## src/rtl/wb_mem_arbiter.sv

```systemverilog
`timescale 1ns/1ps
`default_nettype none
// ============================================================================
// Module   : wb_mem_arbiter
// Purpose  : Two-master / one-slave pipelined Wishbone arbiter for the shared
//            main memory. Each master request lands in a one-entry pending
//            buffer. Requests go to memory one at a time (single outstanding),
//            with round-robin priority between masters. A slave that never
//            acks is cut off after TIMEOUT cycles with an all-ones error reply.
// Revision : 1.0 - initial release
// ----------------------------------------------------------------------------
// Ports
//   i_clk, i_reset        clock, synchronous active-high reset
//   i_mN_stb/we/addr/     master N request (N = 0 cpu, 1 loader/debug);
//     data/sel              stb is a one-cycle pulse, ignored while stalled
//   o_mN_data/ack         master N read data + one-cycle completion pulse
//   o_mN_stall            master N buffer full, do not strobe
//   o_s_stb/we/addr/      granted request towards memory (stb one cycle)
//     data/sel
//   i_s_data/ack/stall    memory read data, completion pulse, back-pressure
//   o_grant               master owning the current or last transaction
//   o_busy                a memory transaction is outstanding
//   o_timeout             one-cycle pulse when the ack timer expires
// ============================================================================
module wb_mem_arbiter #(
  parameter int ADDR_W  = 32,
  parameter int DATA_W  = 32,
  parameter int SEL_W   = 3,
  parameter int TIMEOUT = 255
) (
  input  logic              i_clk,
  input  logic              i_reset,
  // master 0
  input  logic              i_m0_stb,
  input  logic              i_m0_we,
  input  logic [ADDR_W-1:0] i_m0_addr,
  input  logic [DATA_W-1:0] i_m0_data,
  input  logic [SEL_W-1:0]  i_m0_sel,
  output logic [DATA_W-1:0] o_m0_data,
  output logic              o_m0_ack,
  output logic              o_m0_stall,
  // master 1
  input  logic              i_m1_stb,
  input  logic              i_m1_we,
  input  logic [ADDR_W-1:0] i_m1_addr,
  input  logic [DATA_W-1:0] i_m1_data,
  input  logic [SEL_W-1:0]  i_m1_sel,
  output logic [DATA_W-1:0] o_m1_data,
  output logic              o_m1_ack,
  output logic              o_m1_stall,
  // slave
  output logic              o_s_stb,
  output logic              o_s_we,
  output logic [ADDR_W-1:0] o_s_addr,
  output logic [DATA_W-1:0] o_s_data,
  output logic [SEL_W-1:0]  o_s_sel,
  input  logic [DATA_W-1:0] i_s_data,
  input  logic              i_s_ack,
  input  logic              i_s_stall,
  // status
  output logic              o_grant,
  output logic              o_busy,
  output logic              o_timeout
);

  typedef enum logic [0:0] {
    S_IDLE = 1'b0,
    S_WAIT = 1'b1
  } state_t;

  // Timer only needs to reach TIMEOUT-1; with TIMEOUT==0 it free-runs unused.
  localparam int               TMR_W    = (TIMEOUT > 1) ? $clog2(TIMEOUT) : 1;
  localparam logic [TMR_W-1:0] TMR_LAST = TMR_W'((TIMEOUT > 0) ? (TIMEOUT - 1) : 0);
  localparam bit               TMO_EN   = (TIMEOUT != 0);

  state_t            state_q;
  logic [1:0]        pend_q;
  logic [1:0]        we_q;
  logic [ADDR_W-1:0] addr_q  [2];
  logic [DATA_W-1:0] wdata_q [2];
  logic [SEL_W-1:0]  sel_q   [2];
  logic [DATA_W-1:0] rdata_q [2];
  logic [1:0]        ack_q;
  logic              last_q;
  logic [TMR_W-1:0]  timer_q;

  // Master inputs gathered into arrays so capture is one loop.
  logic [1:0]        req_stb;
  logic [1:0]        req_we;
  logic [ADDR_W-1:0] req_addr  [2];
  logic [DATA_W-1:0] req_wdata [2];
  logic [SEL_W-1:0]  req_sel   [2];

  logic              gnt_d;
  logic              expire_d;

  assign req_stb      = {i_m1_stb, i_m0_stb};
  assign req_we       = {i_m1_we, i_m0_we};
  assign req_addr[0]  = i_m0_addr;
  assign req_addr[1]  = i_m1_addr;
  assign req_wdata[0] = i_m0_data;
  assign req_wdata[1] = i_m1_data;
  assign req_sel[0]   = i_m0_sel;
  assign req_sel[1]   = i_m1_sel;

  // Single pending master wins outright; on a tie the one not served last wins.
  always_comb begin
    gnt_d = pend_q[1];
    if (&pend_q) begin
      gnt_d = ~last_q;
    end
  end

  assign expire_d = TMO_EN && (timer_q == TMR_LAST);

  assign o_m0_data  = rdata_q[0];
  assign o_m1_data  = rdata_q[1];
  assign o_m0_ack   = ack_q[0];
  assign o_m1_ack   = ack_q[1];
  // Stall is the buffer-full flag; it drops in the same cycle as the ack.
  assign o_m0_stall = pend_q[0];
  assign o_m1_stall = pend_q[1];

  always_ff @(posedge i_clk) begin
    if (i_reset) begin
      state_q   <= S_IDLE;
      pend_q    <= '0;
      we_q      <= '0;
      for (int n = 0; n < 2; n++) begin
        addr_q[n]  <= '0;
        wdata_q[n] <= '0;
        sel_q[n]   <= '0;
        rdata_q[n] <= '1;
      end
      ack_q     <= '0;
      last_q    <= 1'b1;
      timer_q   <= '0;
      o_s_stb   <= 1'b0;
      o_s_we    <= 1'b0;
      o_s_addr  <= '1;
      o_s_data  <= '1;
      o_s_sel   <= '0;
      o_grant   <= 1'b0;
      o_busy    <= 1'b0;
      o_timeout <= 1'b0;
    end else begin
      ack_q     <= '0;
      o_timeout <= 1'b0;
      o_s_stb   <= 1'b0;

      // A strobe is only accepted into an empty buffer. The buffer being
      // completed below is never empty, so capture and clear cannot collide.
      for (int n = 0; n < 2; n++) begin
        if (req_stb[n] && !pend_q[n]) begin
          pend_q[n]  <= 1'b1;
          we_q[n]    <= req_we[n];
          addr_q[n]  <= req_addr[n];
          wdata_q[n] <= req_wdata[n];
          sel_q[n]   <= req_sel[n];
        end
      end

      case (state_q)
        S_IDLE: begin
          if (|pend_q && !i_s_stall) begin
            o_s_stb  <= 1'b1;
            o_s_we   <= we_q[gnt_d];
            o_s_addr <= addr_q[gnt_d];
            o_s_data <= wdata_q[gnt_d];
            o_s_sel  <= sel_q[gnt_d];
            o_grant  <= gnt_d;
            o_busy   <= 1'b1;
            timer_q  <= '0;
            state_q  <= S_WAIT;
          end
        end
        S_WAIT: begin
          // A real ack beats a simultaneous timer expiry.
          if (i_s_ack || expire_d) begin
            ack_q[o_grant]   <= 1'b1;
            rdata_q[o_grant] <= i_s_ack ? i_s_data : '1;
            pend_q[o_grant]  <= 1'b0;
            last_q           <= o_grant;
            o_busy           <= 1'b0;
            o_timeout        <= !i_s_ack;
            timer_q          <= '0;
            state_q          <= S_IDLE;
          end else begin
            timer_q <= timer_q + TMR_W'(1);
          end
        end
        default: state_q <= S_IDLE;
      endcase
    end
  end

endmodule
`default_nettype wire

```

## config.mk

```make
export PLATFORM = sky130hd
export DESIGN_NAME = wb_mem_arbiter
export DESIGN_NICKNAME = d
export VERILOG_FILES = /design/src/rtl/wb_mem_arbiter.sv
export SDC_FILE = /design/constraint.sdc
export NUM_CORES = 1
export LEC_CHECK = 0
export ABC_AREA = 1
export CORE_ASPECT_RATIO = 0.75
export CORE_UTILIZATION = 53
export CTS_BUF_LIST = sky130_fd_sc_hd__clkbuf_8
export DETAILED_ROUTE_END_ITERATION = 7
export PLACE_DENSITY = 0.91
export SYNTH_ARGS = -nofsm -noshare
export SYNTH_HDL_FRONTEND = slang
export SYNTH_SLANG_ARGS = --single-unit
```

## constraint.sdc

```tcl
create_clock -name i_clk -period 7.31 [get_ports i_clk]
set_input_delay 1.462 -clock i_clk [delete_from_list [all_inputs] [get_ports i_clk]]
set_output_delay 1.462 -clock i_clk [all_outputs]
set_load 0.02 [all_outputs]
```

==> impl_metrics.ini, run 1 <==
[synthesis]
synth_area_sq_um = 11200
synth_nets = 1264
synthCells = 1088
synth_xor_area_share_pct = 0.157
ys_ff_latch = 286
ys_warn_count = 0
syn_area_per_cell_sq_um = 10.3
synth_compound_area_share_pct = 9.96
synth-simple-area-share_pct = 13.1
synth_cell_types = 31
synth_top_family_by_area = simple AND/OR/NAND/NOR gates
muxShareOfSynthArea_pct = 0
synthAdderAreaFrac_pct = 0.224
synth_seq_area_share_pct = 69.0

[place]
placedCellCount = 1630
place.gp.congestion = 0.846
port_buffers = 313
hpwl_um = 19200

[final_layout]
layout.nets = 1570
fin_util_pct = 74.6
drive_gt1_share_pct = 5.46
diodes = 0
area_growth_pct = 36.5
layoutNonFillerInstCount = 1710
nFillCells = 1312

[routing]
vias = 8799
drt_pass1_iterations = 7
wl_um = 29600
vias_per_cell = 5.15
drt_iter0_drc = 689
drc = 0
ant_nets = 0
avgRoutedWirePerCell_um = 17.3

[timing]
rsz0062_at_grt = no
max_freq_ghz = 0.243
period_share_pct = 56.3
fin_hold_ws_ns = 0.464
hold_violations = 0
maxSlewHeadroom_pct = 21.7
min_period_ns = 4.12
setup_tns_ns = 0
fin_skew_ns = 0.0165
finalSetupViolCount = 0
slew_viol_final = 0
worst_pin_slew_ns = 1.17

[worst_setup_path]
cp-startpoint = i_s_ack
worstPathArrival_ns = 4.33
crit_top_cell = nand2_4
crit_path_top_delay_cell = nor3_4
cp-start-kind = input port
cp_cell_sequence = clkdlybuf4s50_1, clkinv_1, nand2_4, nand2_4, nor3_4, nand2_1
crit_fanout = 34
slowest_delay_ns = 0.90
r2r_setup_slack_ns = 4.60
rr_endpoint = o_s_data[19]$_SDFFE_PP1P_
critPathKind = in -> reg
crit_path_end_kind = register
reg2reg_from = pend_q[1]$_SDFF_PP0_
endpoint = rdata_q[0][1]$_SDFFCE_PN1P_
reg2reg_depth = 7
worstPathRequired_ns = 7.52

[hold_path]
hp-class = reg -> reg

[die]
core_area_sq_um = 20400
initial_core_util_pct = 54.6
die_w_um = 170
die_y_um = 128
pin_count = 314
dieArea_sq_um = 21700
rows = 45

[power]
p_per_area_nw_per_um2 = 232
p_total_mw = 3.54
p_leak_nw = 6.00
vdd_ir_drop_max_uv = 163

[global_route]
met1_usage_pct = 31.8
top_usage_layer = met2
use_met2_pct = 48.4
grt_start_max_net_pins = 82
antenna_found_initial = 1
grt_use_met3_pct = 7.41
grt_usage_pct = 27.3
grt_overflow = 0
grt_pass1_wl_um = 45600
grt_pass1_vias = 8828

[run_status]
status = completed

[cts]
cts.sinks = 286
holdBufCountCts = 0
cts-root-buf = clkbuf_8
cts_buffers = 44
cts_setup_buffers = 0
clk_latency_ns = 0.53
clock_tree.buffer_depth = 3
htree_levels = 2
clkTransAtPathRegs_ns = 0.06
cts_tree = built
cts_resized = 0

[job]
cap_violations = 0
-- cells in the final DEF, fill, tap and decap left out, drive strengths merged --
| cell | netlist | layout |
|---|---|---|
| dfxtp | 88 | 88 |
| edfxtp | 198 | 198 |
| nor2 | 249 | 249 |
| o21ai | 135 | 135 |
| nand3b | 1 | 1 |
| nor3 | 3 | 3 |
| clkdlybuf4s50 | 0 | 312 |
| clkbuf | 36 | 47 |
| xnor2 | 2 | 2 |
| o21bai | 1 | 1 |
| clkinv | 2 | 14 |
| or2 | 4 | 4 |
| nand2 | 106 | 106 |
| ha | 2 | 2 |
| inv | 147 | 168 |
| o211ai | 4 | 4 |
| buf | 25 | 9 |
| nand3 | 6 | 6 |
| a21oi | 79 | 79 |
-- worst min-delay path by stage --
stage	start	to	slack [ns]	cells after the start
global placement	o_s_addr[28]$_SDFFE_PP1P_	o_s_addr[28]$_SDFFE_PP1P_	0.45	2
detailed placement	o_s_sel[1]$_SDFFE_PP0P_	o_s_sel[1]$_SDFFE_PP0P_	0.46	2
floorplan	last_q$_SDFFE_PP1P_	last_q$_SDFFE_PP1P_	0.43	2
global route	o_s_addr[18]$_SDFFE_PP1P_	o_s_addr[18]$_SDFFE_PP1P_	0.50	2
CTS	o_s_sel[1]$_SDFFE_PP0P_	o_s_sel[1]$_SDFFE_PP0P_	0.47	2
finish	o_s_sel[1]$_SDFFE_PP0P_	o_s_sel[1]$_SDFFE_PP0P_	0.46	2
-- cell families after synthesis --
family,after synthesis
AOI/OAI and AO/OA,219
and+or+nand+nor,369
adders and majority gates,2
xor gates and xnor gates,2
DFF,286
buffers and inverters,210
-- routing by layer --
layer | share of wire (%) | up-vias
met1 | 37 | 4153
met5 | 0.037 | -
li1 | - | 4149
met4 | 3.0 | 2
met2 | 51 | 430
met3 | 9.2 | 65
-- worst max-delay path: cells and delay by family --
kind / cells / cell delay (ns)
buffers and inverters: 2 / 1.29
and+or+nand+nor: 4 / 1.56
-- stage by stage --
step,area [sq um],setup WS (ns)
finish,15200,3.19
global route,15200,2.98
CTS,15200,3.27
detailed placement,14500,2.74
global placement,14500,2.96
floorplan,11200,2.68
-- cell usage after synthesis, drive strengths merged --
library cell,count,area (sq um)
a21oi,79,395
buf,25,145
clkbuf,36,136
clkinv,2,7.51
dfxtp,88,1760
edfxtp,198,5950
ha,2,25.0
inv,147,552
nand2,106,418
nand3,6,35.0
nand3b,1,7.51
nor2,249,952
nor3,3,26.3
o211ai,4,30.0
o21ai,135,679
o21bai,1,7.51
or2,4,25.0
xnor2,2,17.5
-- power by group --
group	internal [mW]	switching (mW)	leakage, nW
combinational	0.204	0.267	2.91
clock	0.591	0.586	0.473
sequential	1.85	0.0433	2.61
total	2.64	0.896	6.00
-- registers in the layout (all words and copies together) (netlist names), 2 cells and up --
signal	flops
rdata_q	64
o_s_data	32
o_s_addr	32
pend_q	2
ack_q	2
wdata_q	64
we_q	2
sel_q	6
o_s_sel	3
addr_q	64
timer_q	8
-- layout make-up --
type / instances / area (sq um) / share of cell area [%]
clock buffer: 47 / 647 / 4.24
multi-input combinational: 592 / 2660 / 17.5
clock inverter: 33 / 126 / 0.829
inverter: 149 / 559 / 3.67
tap: 282 / 353 / 2.31
timing repair buffer: 321 / 3190 / 20.9
sequential: 286 / 7710 / 50.6
Note: power is estimated with default switching activity, not from simulation.
==> run 2, diff against run 1 <==
--- a/config.mk
+++ b/config.mk
@@ -7,10 +7,10 @@
 export LEC_CHECK = 0
 export ABC_AREA = 1
 export CORE_ASPECT_RATIO = 0.75
-export CORE_UTILIZATION = 53
+export CORE_UTILIZATION = 50
 export CTS_BUF_LIST = sky130_fd_sc_hd__clkbuf_8
 export DETAILED_ROUTE_END_ITERATION = 7
-export PLACE_DENSITY = 0.91
+export PLACE_DENSITY = 0.87
 export SYNTH_ARGS = -nofsm -noshare
 export SYNTH_HDL_FRONTEND = slang
 export SYNTH_SLANG_ARGS = --single-unit
==> constraint.sdc (replaced) <==
create_clock -name i_clk -period 3.86 [get_ports i_clk]
set_input_delay 0.772 -clock i_clk [delete_from_list [all_inputs] [get_ports i_clk]]
set_output_delay 0.772 -clock i_clk [all_outputs]
set_load 0.02 [all_outputs]
==> run 2 against run 1 <==
Effect of this change:
- non-clock buffer count up 7
- clock-buffer cell count up 1
- clock power up 94%
- largest cell class unchanged
==> impl_metrics.ini, run 2 (synthesis gave the netlist of run 1 again) <==
[global_route]
antenna_found_initial = 4
grt_pass1_vias = 8731
grt_overflow = 0
grt_start_max_net_pins = 81
grt_usage_pct = 25.2
grt_pass1_wl_um = 44900

[die]
initial_core_util_pct = 51.9
pin_count = 314
dieArea_sq_um = 22900
core_area_sq_um = 21500
rows = 46
die_y_um = 131
die_w_um = 175

[cts]
cts-root-buf = clkbuf_8
clkTransAtPathRegs_ns = 0.07
holdBufCountCts = 0
clock_tree.buffer_depth = 3
htree_levels = 2
cts_setup_buffers = 0
cts_tree = built
clk_latency_ns = 0.54
cts.sinks = 286
cts_buffers = 44
cts_resized = 0

[place]
port_buffers = 313
hpwl_um = 19100
place.gp.congestion = 0.797

[timing]
period_share_pct = 63.9
maxSlewHeadroom_pct = 39.4
setup_tns_ns = 0
hold_violations = 0
worst_pin_slew_ns = 0.909
finalSetupViolCount = 0
min_period_ns = 2.47
slew_viol_final = 0
max_freq_ghz = 0.405
fin_skew_ns = 0.0141
rsz0062_at_grt = no

[worst_setup_path]
crit_family = buffers and inverters
crit_path_end_kind = primary output
path_buf_inv = 1
worstPathArrival_ns = 1.69
worstPathRequired_ns = 3.09
slowest_delay_ns = 0.68
critPathKind = reg -> out
crit_path_top_delay_cell = clkdlybuf4s50_1
cp-start-kind = register
crit_fanout = 5
cp_cell_sequence = clkdlybuf4s50_1

[routing]
wl_met3_um = 2730
wl_um = 29100
wl_met2_um = 14600
ant_nets = 0
drt_pass1_iterations = 5
wl_met1_um = 11200
vias_per_cell = 5.05
drc = 0
vias = 8721
avgRoutedWirePerCell_um = 16.9
drt_iter0_drc = 709
top_layer_used = met5

[final_layout]
mostFrequentLayoutCell = clkdlybuf4s50_1
area_growth_pct = 37.7
layout.nets = 1577
drive_gt1_share_pct = 6.27
final_cell_mix = clkdlybuf4s50_1 (312), nor2_1 (246), edfxtp_1 (198)
reg_top3 = addr_q (64), rdata_q (64), wdata_q (64)

[job]
cap_violations = 0

[power]
p_per_area_nw_per_um2 = 440
vdd_ir_drop_max_uv = 361
p_leak_nw = 6.05
p_total_mw = 6.77

[run_status]
status = completed

[hold_path]
hp-class = reg -> reg
run 2: through the flow:
step / cells / instance area (sq um) / setup WS [ns] / utilization [%] / hold slack (ns)
2_1_floorplan: 1088 / 11200 / 0.806 / - / 0.429
3_3_place_gp: 1643 / 14600 / 0.970 / 67.7 / 0.451
3_5_place_dp: 1643 / 14600 / 0.890 / 67.7 / 0.457
4_1_cts: 1724 / 15400 / 1.35 / 71.4 / 0.467
5_1_grt: 1726 / 15400 / 1.31 / 71.4 / 0.493
6_report: 1726 / 15400 / 1.39 / 71.4 / 0.467
run 2: per-layer routing:
layer  vias up  GRT usage, %
met1      4087          30.7
met5         -             0
met4         2          8.55
met3        54          6.94
li1       4164             -
met2       414          42.9
run 2: cell type report:
cell class              instances  area (sq um)
flip-flops and latches        286          7710
fillers                      1503          6150
repair buffers                328          3290
multi-input cells             592          2650
clock buffers                  48           661
inverters                     149           559
well taps                     288           360
clock inverters                33           136
diodes                          2          5.00
run 2: final timing paths:
kind	startpoint	cells after the start	endpoint	slack, ns
worst max-delay path	o_grant$_SDFFE_PP0P_	1	o_grant	1.39
worst min-delay path	o_s_sel[1]$_SDFFE_PP0P_	2	o_s_sel[1]$_SDFFE_PP0P_	0.47
worst max register to register	timer_q[0]$_SDFFE_PP0P_	9	rdata_q[0][5]$_SDFFCE_PN1P_	1.49
worst min register to register	o_s_sel[1]$_SDFFE_PP0P_	2	o_s_sel[1]$_SDFFE_PP0P_	0.47
run 2: report_power, final:
| group | total, mW | switching [mW] | internal (mW) | leakage (nW) |
|---|---|---|---|---|
| combinational | 0.896 | 0.497 | 0.399 | 2.97 |
| clock | 2.29 | 1.15 | 1.15 | 0.475 |
| sequential | 3.58 | 0.0820 | 3.50 | 2.61 |
| total | 6.77 | 1.73 | 5.04 | 6.05 |
